<file path="src/rtl/seg7_scan_decoder.sv">
// seg7_scan_decoder: debounces a scanned 4-digit 7-segment bus and reassembles one BCD word per full scan frame
module seg7_scan_decoder #(
    parameter int STABLE = 4
) (
    input  logic        clk,
    input  logic        rst,
    input  logic [3:0]  dig,
    input  logic [6:0]  seg,
    output logic [15:0] bcd,
    output logic        err,
    output logic        valid
);
    localparam logic [3:0] ST  = 4'(STABLE);
    localparam logic [3:0] ST1 = 4'(STABLE - 1);
    logic [10:0]     prev;
    logic [3:0]      cnt, mask, code, fl, fl_n;
    logic [3:0][3:0] sh, sh_n;
    logic            same, onehot, cap, full;
    always_comb begin
        case (seg)
            7'b1111110: code = 4'd0;
            7'b0110000: code = 4'd1;
            7'b1101101: code = 4'd2;
            7'b1111001: code = 4'd3;
            7'b0110011: code = 4'd4;
            7'b1011011: code = 4'd5;
            7'b1011111: code = 4'd6;
            7'b1110000: code = 4'd7;
            7'b1111111: code = 4'd8;
            7'b1111011: code = 4'd9;
            7'b0000000: code = 4'hF;
            default:    code = 4'hE;
        endcase
    end
    assign same   = {dig, seg} == prev;
    assign onehot = dig != 4'd0 && (dig & (dig - 4'd1)) == 4'd0;
    assign cap    = same && cnt == ST1 && onehot;
    assign full   = cap && (mask | dig) == 4'hF;
    always_comb begin
        for (int i = 0; i < 4; i++) begin
            sh_n[i] = cap && dig[i] ? code : sh[i];
            fl_n[i] = cap && dig[i] ? code == 4'hE : fl[i];
        end
    end
    always_ff @(posedge clk) begin
        if (rst) begin
            prev  <= '0;
            cnt   <= '0;
            mask  <= '0;
            sh    <= '0;
            fl    <= '0;
            bcd   <= '0;
            err   <= 1'b0;
            valid <= 1'b0;
        end else begin
            prev  <= {dig, seg};
            cnt   <= !same ? 4'd1 : cnt < ST ? cnt + 4'd1 : cnt;
            valid <= full;
            if (cap) begin
                sh   <= sh_n;
                fl   <= fl_n;
                mask <= full ? 4'd0 : mask | dig;
            end
            if (full) begin
                bcd <= sh_n;
                err <= |fl_n;
            end
        end
    end
endmodule

</file>
<file path="config.mk">
export PLATFORM = sky130hd
export DESIGN_NAME = seg7_scan_decoder
export DESIGN_NICKNAME = d
export VERILOG_FILES = /design/src/rtl/seg7_scan_decoder.sv
export SDC_FILE = /design/constraint.sdc
export NUM_CORES = 1
export LEC_CHECK = 0
export CORE_MARGIN = 2
export CORE_UTILIZATION = 45
export CTS_CLUSTER_SIZE = 25
export DETAILED_ROUTE_END_ITERATION = 10
export HOLD_SLACK_MARGIN = 0.05
export PLACE_DENSITY = 0.67
export RECOVER_POWER = 100
export SETUP_SLACK_MARGIN = 0.05
export SKIP_LAST_GASP = 1
export SLEW_MARGIN = 0
export SYNTH_ARGS = -nofsm -noshare
export SYNTH_HDL_FRONTEND = slang
export SYNTH_SLANG_ARGS = --single-unit
</file>
<file path="constraint.sdc">
create_clock -name clk -period 3.55 [get_ports clk]
set_input_delay 1.065 -clock clk [delete_from_list [all_inputs] [get_ports clk]]
set_output_delay 1.065 -clock clk [all_outputs]
set_load 0.01 [all_outputs]
</file>
### After elaboration in Yosys (flattened, before gate mapping)

Cells that the tools add are included.

| storage, ports and cells | value |
|---|---|
| register bits after elaboration | 57 |
| bits in latches | 0 |
| memory bits (writable) | 0 |
| bits in read-only memories | 0 |
| input port bits | 13 |
| logic and storage cells | 58 |
| memories | 0 |

| operators by class | value |
|---|---|
| $add $sub $neg | 2 |
| multiply operators | 0 |
| div/mod/pow operators | 0 |
| $lt $le $gt $ge | 1 |
| equality and inequality tests | 15 |
| shift operators | 0 |
| muxes and demuxes | 12 |
| bitwise logic cells | 3 |
| reduce and logical (&&, ||, !) cells | 13 |

Operators with widths:

| kind | number |
|---|---|
| $eq 7x7->1 const B | 8 |
| $pmux 4 s11 | 1 |
| $mux 4 | 5 |
| $eq 7x6->1 const B | 2 |
| $eq 11x11->1 | 1 |
| $eq 4x4->1 const B | 2 |
| $logic_and 1x1->1 | 8 |
| $logic_not 7->1 | 1 |
| $mux 1 | 6 |
| $add 4x1->4 const B | 1 |
| $and 4x4->4 | 1 |
| $eq 4x2->1 const B | 1 |
| $logic_not 4->1 | 1 |
| $lt 4x3->1 const B | 1 |
| $or 4x4->4 | 1 |
| $reduce_bool 4->1 | 1 |
| $reduce_or 4->1 | 1 |
| $sub 4x1->4 const B | 1 |
| $ne 2x1->1 const B | 1 |
| $reduce_or 2->1 | 1 |
| $not 1->1 | 1 |

### Longest topological paths before layout

Gate-level depths: netlist of the first run.

| depth | value |
|---|---|
| depth after elaboration | 8 |
| depth in mapped cells | 8 |
| mapped depth without buffers | 7 |

### Least setup slack after synthesis of the first run

No wires, ideal clock.

| timing path | value |
|---|---|
| path type | input -> register |
| start | input dig[1] |
| end | register bcd[1] |
| library setup time | 0.116 ns |
| arrival time | 2.886 ns |
| required time | 3.434 ns |
| setup slack | 0.547 ns |
| cell stages on the path | 6 |
| path buffers | 1 |
| path through | clkbuf_1 xnor2_1 nand4_1 or3_1 or4_4 a41o_1 |

| between the ends | value |
|---|---|
| word-level cells in the longest chain between the ends | 7 |

RTL lines:

| what | RTL line | text |
|---|---|---|
| start: declaration | 7 | `input logic [3:0] dig,` |
| $sub 4x1->4 | 36 | `assign onehot = dig != 4'd0 && (dig & (dig - 4'd1)) == 4'd0;` |
| $and 4x4->4 | 36 |  |
| $logic_not 4->1 | 36 |  |
| $logic_and 1x1->1 | 36 |  |
| $logic_and 1x1->1 | 37 | `assign cap = same && cnt == ST1 && onehot;` |
| $logic_and 1x1->1 | 41 | `sh_n[i] = cap && dig[i] ? code : sh[i];` |
| $mux 4 | 41 |  |
| end signal: assignment | 65 | `bcd <= sh_n;` |
| end: declaration | 9 | `output logic [15:0] bcd,` |

Several ways; a longest one is shown, not always the timed one.
A chain may end at the register's enable or synchronous reset.

### Worst setup path after layout of the first run

| timing path | value |
|---|---|
| start | input seg[2] |
| end | register sh[3] (netlist name) |

| between the ends | value |
|---|---|
| word-level cells in the longest chain between the ends | 5 |

RTL lines:

| what | RTL line | text |
|---|---|---|
| start: declaration | 8 | `input logic [6:0] seg,` |
| parallel branches: the longest is 5 deep, another holds $pmux 4 s11 | n/a |  |
| end signal: assignment | 60 | `sh <= sh_n;` |
| end: declaration | 17 | `logic [3:0][3:0] sh, sh_n;` |

Parallel ways; which one is timed is not known.

==> impl_results.md, run 1 <==
- Worst r2r dst: bcd[14]
- Final WL: 5.838 mm
- Setup slack, reg-to-reg: 1.09 ns
- TritonCTS buffer count: 9
- CTS tree: built
- Hold Startpoint: bcd[3]
- PwrDens: 423.4 mW/mm^2
- Hold depth: 2
- Mux contribution to synthesized area: 0.04350
- Via Count: 2110
- Setup bufs post-CTS: 0
- CP Capture Type: flop
- CP cell instances: dlygate4sd3_1 > buf_4 > inv_1 > a41o_2 > a211oi_2 > clkbuf_1 > nor2_1 > a211oi_1
- Clock buffer depth: 2
- Post-synthesis cell count: 277
- IO Pins: 31
- Number of synthesized flops with an enable pin: 0
- First-pass GRT wire length: 9.908 mm
- Sink Count: 57
- Outcome: completed
- GP Congestion: 0.8682
- Vias in the first global route: 2009
- Clk Tree Root Cell: clkbuf_8
- Count of cell types in the netlist: 51
- Vias per Instance: 5.249
- DIE AREA: 0.006241 sq mm
- Slew headroom: 0.2265
- Post-synthesis simple-gate area fraction: 0.2669
- RSZ-0062 raised after global routing: false
- WP data required: 3.79 ns
- XOR/XNOR Fraction of Synth Area: 0.04795
- Crit path largest cell delay: 0.71 ns
- Initial DRT Pass Iterations: 4
- Initial Utilization: 0.4625
- P&R area growth vs syn: 26.25%
- Tcrit/Tclk final: 0.9123
- Final setup fails: 0
- Worst hold-check path type: flop to flop
- Max-cap violations: 0
- Fin Setup TNS: 0 ns
- Post-synth ARST share: 0
- Die X: 79 um
- GRT Total Usage: 0.2019
- Max-slew violations: 0
- Syn Area/Cell: 9.138 sq um
- Post-route ant nets: 0
- Final hold vios: 0
- Detail Placement HPWL: 4.135 mm
- Core area: 0.005473 sq mm
- Worst hold margin: 0.4556 ns
- Commonest non-fill, non-tap cells in the layout: dfxtp_1, nor2_1, nand2_1
- Final min period: 3.239 ns
- Die Span Y: 79 um
- Pleak: 1.267 nW
- Number of synthesis warnings: 0
- Critical setup path kind: primary input to flop
- DR WL/cell: 14.52 um
- Final #Nets: 340
- ANT cells: 0
- CP Launch Type: primary input
- Skew final: 0.007566 ns
- Arrival time at the worst endpoint: 3.47 ns
- Largest family of logic cells by synthesized area: simple AND/OR/NAND/NOR gates
- Worst-Skew Late Latency: 0.33 ns
- Netlist Area Pre-Place: 0.002531 sq mm
- Synth Register Bits: 57
- Port Buffers: 30
- Most common cell after layout, fill and taps aside: dfxtp_1
- FP Rows: 27
- R2R cell count: 8
- Adder-cell share of the synthesized area: 0.004943
- DRC Markers: 0
- Layout cells sized above 1: 0.1424
- Peak Freq: 0.3088 GHz
- Clk slew on worst S/H paths: 0.07 ns
- Synth Area in Compound Gates: 0.1369
- Worst Hold Path EP: bcd[3]
- CP max-delay cell: dlygate4sd3_1
- Worst slew pin tran: 1.160 ns
- Post-CTS sizing: 0
- H-tree levels: 3
- Crit Path Max Fanout: 10
- CP startpoint: seg[2]
- Post-CTS Hold Buffers: 0
- R2R Path Start: cnt[0]
- Sequential fraction of the synthesis area: 0.4508
- Largest net degree at the start of global routing: 26
- Syn nets: 291
- Initial antenna violation count: 0
- Iteration-0 DRC Markers: 99
- Ys flop type: dfxtp_1
- Global route overflow: 0
- Max VDD drop: 0.2499 mV
## synth_stat cells, types with 3 or more instances
library cell | instances | share of area
dfxtp_1 | 57 | 0.45
nor2_1 | 28 | 0.042
nand2_1 | 25 | 0.037
nor3_1 | 14 | 0.028
clkbuf_1 | 11 | 0.016
mux2i_1 | 11 | 0.044
nor2b_1 | 11 | 0.027
xnor2_1 | 11 | 0.038
a21oi_1 | 10 | 0.020
o21ai_0 | 9 | 0.018
o22ai_1 | 7 | 0.017
and3_1 | 6 | 0.015
buf_2 | 6 | 0.012
nand3_1 | 6 | 0.012
o32ai_1 | 6 | 0.021
o21a_1 | 4 | 0.012
a41o_1 | 3 | 0.012
inv_1 | 3 | 0.0044
nand2b_1 | 3 | 0.0074
nor4b_1 | 3 | 0.010
## layer usage
layer  track usage  vias up  part of all wire
met1        0.2755      969              0.51
met2        0.3136       42              0.44
met4       0.07759        0             0.014
met3       0.04205        9             0.033
met5             0        -                 0
li1              -     1090                 -
## critical path, delay by kind of cell
family / cells / cell delay, ns
buffers and inverters: 4 / 1.22
AND/OR/NAND/NOR: 1 / 0.08
AO/OA/AOI/OAI: 3 / 1.09
## kinds of logic after synthesis
family,Yosys count
simple gates,120
flops,57
compound gates,50
buf+inv,25
xor+xnor,13
mux,11
fa+ha+maj,1
## how the worst max path moves through the flow
stage,to,slack [ns],depth (start not counted)
final,sh[3],0.31,8
after global placement,bcd[1],0.11,7
after CTS,bcd[1],0.43,6
after floorplan,bcd[1],0.55,6
after global routing,bcd[14],0.13,8
after detailed placement,sh[3],0.09,9
## state kept, by name, indices dropped and copies added (netlist names)
name	flops
sh	16
bcd	16
fl	4
valid	1
err	1
cnt	4
mask	4
prev	11
## layout make-up
cell class | count | area, sq um
fillers | 502 | 2277
multi-input cells | 195 | 1254
flip-flops and latches | 57 | 1141
repair buffers | 59 | 501.7
clock buffers | 10 | 137.6
well taps | 72 | 90.09
clock inverters | 5 | 56.30
inverters | 4 | 15.01
## power by group
part	leakage [nW]	switching (W)	internal (W)
logic	0.706	0.0000564	0.0000469
clock network	0.0981	0.000261	0.000338
registers	0.462	0.00000381	0.000647
total	1.27	0.000322	0.00103
## through the flow
stage	total power, W	area (sq um)	setup slack [ns]	cells	util
after floorplan	0.0007311	2531	0.5474	277	-
after global placement	0.0007704	3043	0.1106	387	0.5560
after detailed placement	0.0007705	3043	0.08834	387	0.5560
after CTS	0.001362	3237	0.4318	402	0.5914
after global routing	0.001402	3196	0.1256	402	0.5839
final	0.001353	3196	0.3115	402	0.5839
(Power assumes the default switching activity.)
==> run 2, diff against run 1 <==
CORE_MARGIN = default   (was 2)
==> impl_results.md, run 2 (same netlist as run 1, synthesis figures left out) <==
- Clk slew on worst S/H paths: 0.06 ns (about the same)
- R2R Path Start: cnt[0]
- Max-cap violations: 1 (+1)
- Final setup fails: 0 (unchanged)
- DRC Markers: 0 (unchanged)
- Setup slack, reg-to-reg: 1.11 ns (+0.02 ns)
- Worst Hold Path EP: bcd[3]
- Arrival time at the worst endpoint: 3.54 ns (+0.07 ns)
- R2R cell count: 7 (-1)
- P&R area growth vs syn: 29.11%
- Iteration-0 DRC Markers: 81 (-18%)
- Final #Nets: 341 (+0.29%)
- Post-CTS sizing: 0 (unchanged)
- CP max-delay cell: dlygate4sd3_1
- Worst slew pin tran: 1.695 ns (+0.5351 ns)
- Final WL: 5.765 mm (-1.3%)
- WP buf/inv: 1 (-3)
- Worst hold margin: 0.4557 ns (+0.00009700 ns)
- Setup ws final: 0.2329 ns (-0.07855 ns)
- Pleak: 1.309 nW (+3.3%)
- Crit path largest cell delay: 0.79 ns (+0.08 ns)
- IO Pins: 31 (unchanged)
- Worst-Skew Late Latency: 0.33 ns (about the same)
- CP cell instances: dlygate4sd3_1 > xnor2_1 > nand4_1 > or3_1 > or4_1 > a41o_1
- Hold Startpoint: bcd[3]
- Multi-input logic area: 0.001249 sq mm (-0.40%)
- Peak Freq: 0.3015 GHz (-2.4%)
- Hold depth: 2 (unchanged)
- Final hold vios: 0 (unchanged)
- Tcrit/Tclk final: 0.9344 (+0.02213)
- Largest net degree at the start of global routing: 39 (+50%)
- PwrDens: 455.5 mW/mm^2 (+7.6%)
- Filler instances: 485 (-3.4%)
- Initial DRT Pass Iterations: 4 (unchanged)
- Worst r2r dst: bcd[11]
- H-tree levels: 3 (unchanged)
- GP Congestion: 0.8491 (-2.2%)
- Worst hold-check path type: flop to flop
- RSZ-0062 raised after global routing: false
- Vias in the first global route: 2073 (+3.2%)
- Detail Placement HPWL: 4.055 mm (-1.9%)
- Final total power: 0.001489 W (+10%)
- Port Buffers: 30 (unchanged)
- FP Rows: 26 (-3.7%)
- Initial antenna violation count: 0 (unchanged)
- Placement Setup Slack: 0.01937 ns (-0.06897 ns)
- Final min period: 3.317 ns (+0.07855 ns)
- Clock buffer depth: 2 (unchanged)
- Die X: 77 um (-2.5%)
- Vias per Instance: 5.383 (+2.6%)
- Die Span Y: 77 um (-2.5%)
- Post-CTS Hold Buffers: 0 (unchanged)
- DIE AREA: 0.005929 sq mm (-5.0%)
- Initial Utilization: 0.4803 (+0.01779)
- ANT cells: 0 (unchanged)
- Total area of sequential cells: 0.001141 sq mm (unchanged)
- CP Launch Type: primary input
- Sink Count: 57 (unchanged)
- Fin Setup TNS: 0 ns (unchanged)
- Crit-path leading delay family: simple AND/OR/NAND/NOR gates
- Core area: 0.005270 sq mm (-3.7%)
- Global route overflow: 0 (unchanged)
- GRT Total Usage: 0.2111 (+0.009260)
- Violated checks: capacitance limit, slew limit
- Post-route ant nets: 0 (unchanged)
- Setup bufs post-CTS: 0 (unchanged)
- CTS tree: built
- Layout cells sized above 1: 0.1476 (+0.005166)
- WP data required: 3.77 ns (-0.02 ns)
- CP Capture Type: flop
- Slew headroom: -0.1303 (-0.3568)
- First-pass GRT wire length: 9.791 mm (-1.2%)
- TritonCTS buffer count: 9 (unchanged)
- Via Count: 2164 (+2.6%)
- Most common cell after layout, fill and taps aside: dfxtp_1
- Clk Tree Root Cell: clkbuf_8
- Largest regs: bcd (16), sh (16), prev (11)
- Max VDD drop: 0.3196 mV (+28%)
- Critical setup path kind: primary input to flop
- Crit Path Max Fanout: 12 (+2)
- Outcome: complete, but fails checks
- DR WL/cell: 14.34 um (-1.3%)
- Max-slew violations: 39 (+39)
- Commonest non-fill, non-tap cells in the layout: dfxtp_1, nor2_1, nand2_1
- Skew final: 0.008029 ns (+0.0004627 ns)
-- run 2: power breakdown --
group	internal, W	switching, W
clock network	0.000484	0.000250
registers	0.000647	0.00000366
logic	0.0000478	0.0000560
total	0.00118	0.000310
-- run 2: worst max-delay path by stage --
stage	startpoint	end	slack, ns	cells after the start
after floorplan	dig[1]	bcd[1]	0.55	6
after global placement	seg[1]	bcd[1]	0.08	6
after detailed placement	seg[1]	bcd[1]	0.02	6
after CTS	seg[1]	bcd[1]	0.38	6
after global routing	rst	bcd[3]	0.14	5
final	seg[1]	bcd[1]	0.23	6
-- run 2: layout make-up --
type                    count  share of cell area
repair buffers             60              0.1627
inverters                   4            0.004594
well taps                  70             0.02680
multi-input cells         195              0.3821
flip-flops and latches     57              0.3492
clock buffers              11             0.04326
clock inverters             5             0.03139
-- run 2: tightest hold or removal path, cell delays in order (launching register included) --
cell	delay (ns)
dfxtp_1	0.32
nand2_1	0.05
nand3_1	0.06
-- run 2: through the flow --
stage | cells | instance area, sq um | utilization
2_1_floorplan | 277 | 2531 | -
3_3_place_gp | 386 | 3060 | 0.5807
3_5_place_dp | 386 | 3060 | 0.5807
4_1_cts | 402 | 3304 | 0.6270
5_1_grt | 402 | 3268 | 0.6201
6_report | 402 | 3268 | 0.6201
-- run 2: per-layer routing --
| layer | track usage | share of wire |
|---|---|---|
| met3 | 0.07262 | 0.048 |
| met4 | 0.06604 | 0.015 |
| met2 | 0.3411 | 0.46 |
| met1 | 0.2637 | 0.48 |
| met5 | 0 | 0 |
==> run 3, diff against run 2 <==
CORE_UTILIZATION = 25   (was 45)
GPL_TIMING_DRIVEN = 0   (was default)
PLACE_DENSITY = default   (was 0.67)
clock period = 3.4 ns   (was 3.55 ns; I/O delays follow)
==> impl_results.md, run 3 (same netlist as run 1, synthesis figures left out) <==
- PwrDens: 438.5 mW/mm^2 (-3.7%)
- Die Span Y: 102.6 um (+33%)
- DIE AREA: 0.01053 sq mm (+78%)
- Final hold vios: 0 (unchanged)
- Final setup fails: 0 (unchanged)
- Worst hold-check path type: flop to flop
- Final min period: 3.294 ns
- H-tree levels: 3 (unchanged)
- Layout cells sized above 1: 0.1230 (-0.02456)
- DRC Markers: 0 (unchanged)
- Core area: 0.009774 sq mm (+85%)
- GP Congestion: 0.7889 (-7.1%)
- R2R cell count: 7 (unchanged)
- CTS tree: built
- Worst Setup EP: bcd[1]
- ANT cells: 0 (unchanged)
- Outcome: completed
- Die X: 102.6 um (+33%)
- Setup slack, reg-to-reg: 0.73 ns (-0.38 ns)
- Most common cell after layout, fill and taps aside: dfxtp_1
- WP data required: 3.63 ns (-0.14 ns)
- Vias per Instance: 4.644 (-14%)
- Placed cell area: 0.002938 sq mm (-4.0%)
- Worst slew pin tran: 0.8372 ns (-0.8582 ns)
- Post-CTS Hold Buffers: 0 (unchanged)
- CP Capture Type: flop
- IO Pins: 31 (unchanged)
- Initial antenna violation count: 0 (unchanged)
- Final WL: 6.039 mm (+4.8%)
- Sink Count: 57 (unchanged)
- DR WL/cell: 13.42 um (-6.4%)
- Skew final: 0.006997 ns (-0.001032 ns)
- Arrival time at the worst endpoint: 3.52 ns (-0.02 ns)
- Worst-Skew Late Latency: 0.34 ns (about the same)
- Post-route ant nets: 0 (unchanged)
- Global route overflow: 0 (unchanged)
- Clk Tree Root Cell: clkbuf_8
- Tcrit/Tclk final: 0.9687
- Peak Freq: 0.3036 GHz
- Commonest non-fill, non-tap cells in the layout: dfxtp_1, nor2_1, nand2_1
- Clock buffer depth: 2 (unchanged)
- Fin Setup TNS: 0 ns (unchanged)
- CP Launch Type: primary input
- R2R Path Start: cnt[0]
- CP startpoint: seg[4]
- Critical setup path kind: primary input to flop
- Largest regs: bcd (16), sh (16), prev (11)
- Max-slew violations: 0 (-100%)
- CP max-delay cell: or4_1
- FP Rows: 36 (+38%)
- DP Cell Count: 434 (+12%)
- Port Buffers: 24 (-20%)
- GRT Total Usage: 0.1283 (-0.08281)
- P&R area growth vs syn: 23.97%
- Slew headroom: 0.4407 (+0.5710)
- Iteration-0 DRC Markers: 119 (+47%)
- Initial DRT Pass Iterations: 4 (unchanged)
- Crit Path Max Fanout: 10 (-2)
- RSZ-0062 raised after global routing: true
- TritonCTS buffer count: 9 (unchanged)
- Pleak: 1.213 nW (-7.3%)
- Final #Nets: 326 (-4.4%)
- Worst r2r dst: bcd[3]
- Initial Utilization: 0.2590 (-0.2213)
- Finished Layout Cells: 450 (+12%)
- Clk slew on worst S/H paths: 0.06 ns (about the same)
- Finished Cell Area: 0.003138 sq mm (-4.0%)
- Max VDD drop: 0.3094 mV (-3.2%)
- Crit path largest cell delay: 0.59 ns (-0.20 ns)
- Detail Placement HPWL: 4.249 mm (+4.8%)
- Via Count: 2090 (-3.4%)
- Largest net degree at the start of global routing: 11 (-72%)
- CP cell instances: clkdlybuf4s50_1 > buf_4 > xnor2_2 > nand4_2 > or3_1 > or4_1 > a41o_1
- Vias in the first global route: 2149 (+3.7%)
- Max-cap violations: 0 (-1)
- First-pass GRT wire length: 10.27 mm (+4.9%)
- Worst hold margin: 0.4596 ns (+0.003977 ns)
## run 3: cell count changes in the layout (fill, tap and decap cells not counted), sizes merged
cell	delta
dlygate4sd3	-2
clkinvlp	-1
buf	-15
clkbuf	+9
bufinv	-3
clkdlybuf4s50	-4
clkinv	+1
## run 3: how the worst min path moves through the flow
stage                        from      end  slack (ns)  cells past startpoint
after floorplan             fl[1]    fl[1]        0.44                      2
after global placement     bcd[3]   bcd[3]        0.45                      2
after detailed placement  mask[0]  mask[0]        0.45                      1
after CTS                 mask[0]  mask[0]        0.47                      1
after global routing       bcd[5]   bcd[5]        0.50                      2
final                      bcd[3]   bcd[3]        0.46                      2
## run 3: area by class of cell
class                           instances  area (sq um)
Multi-Input combinational cell        195          1269
Timing Repair Buffer                   25         247.7
Clock inverter                          2         10.01
Buffer                                 20         106.4
Sequential cell                        57          1141
Inverter                                4         15.01
Clock buffer                           14         182.7
Tap cell                              133         166.4
Fill cell                            1053          6636
## run 3: stage by stage
step / total power (W) / util / worst slack [ns]
global placement: 0.0007903 / 0.3006 / -0.3532
floorplan: 0.0007634 / - / 0.4424
CTS: 0.001390 / 0.3217 / 0.1254
detailed placement: 0.0007923 / 0.3006 / -0.3902
finish: 0.001376 / 0.3210 / 0.1064
global route: 0.001430 / 0.3210 / 0.01214
## run 3: routing by layer
metal	vias to the layer above	part of all wire	global-route usage
met5	-	0	0
met4	0	0.0094	0.04176
met3	7	0.051	0.04881
met2	40	0.46	0.2077
met1	989	0.48	0.1566
li1	1054	-	-
## run 3: power breakdown
part	switching (W)	internal [W]	leakage (nW)	total, W
clock network	0.000254	0.000342	0.102	0.000596
logic	0.0000611	0.0000399	0.648	0.000101
registers	0.00000360	0.000676	0.462	0.000679
total	0.000319	0.00106	1.21	0.00138
## run 3: repair_timing
action                                  CTS  global route
resized for setup                         1             3
buffers inserted                          1             0
pin swaps                                 1             0
endpoints found under the setup margin    6             9
## run 3: critical path, delay by kind of cell
kind                      cells  cell delay [ns]
AOI/OAI and AO/OA             1             0.25
buffers and inverters         2             0.80
xor gates and xnor gates      1             0.12
and+or+nand+nor               3             1.33
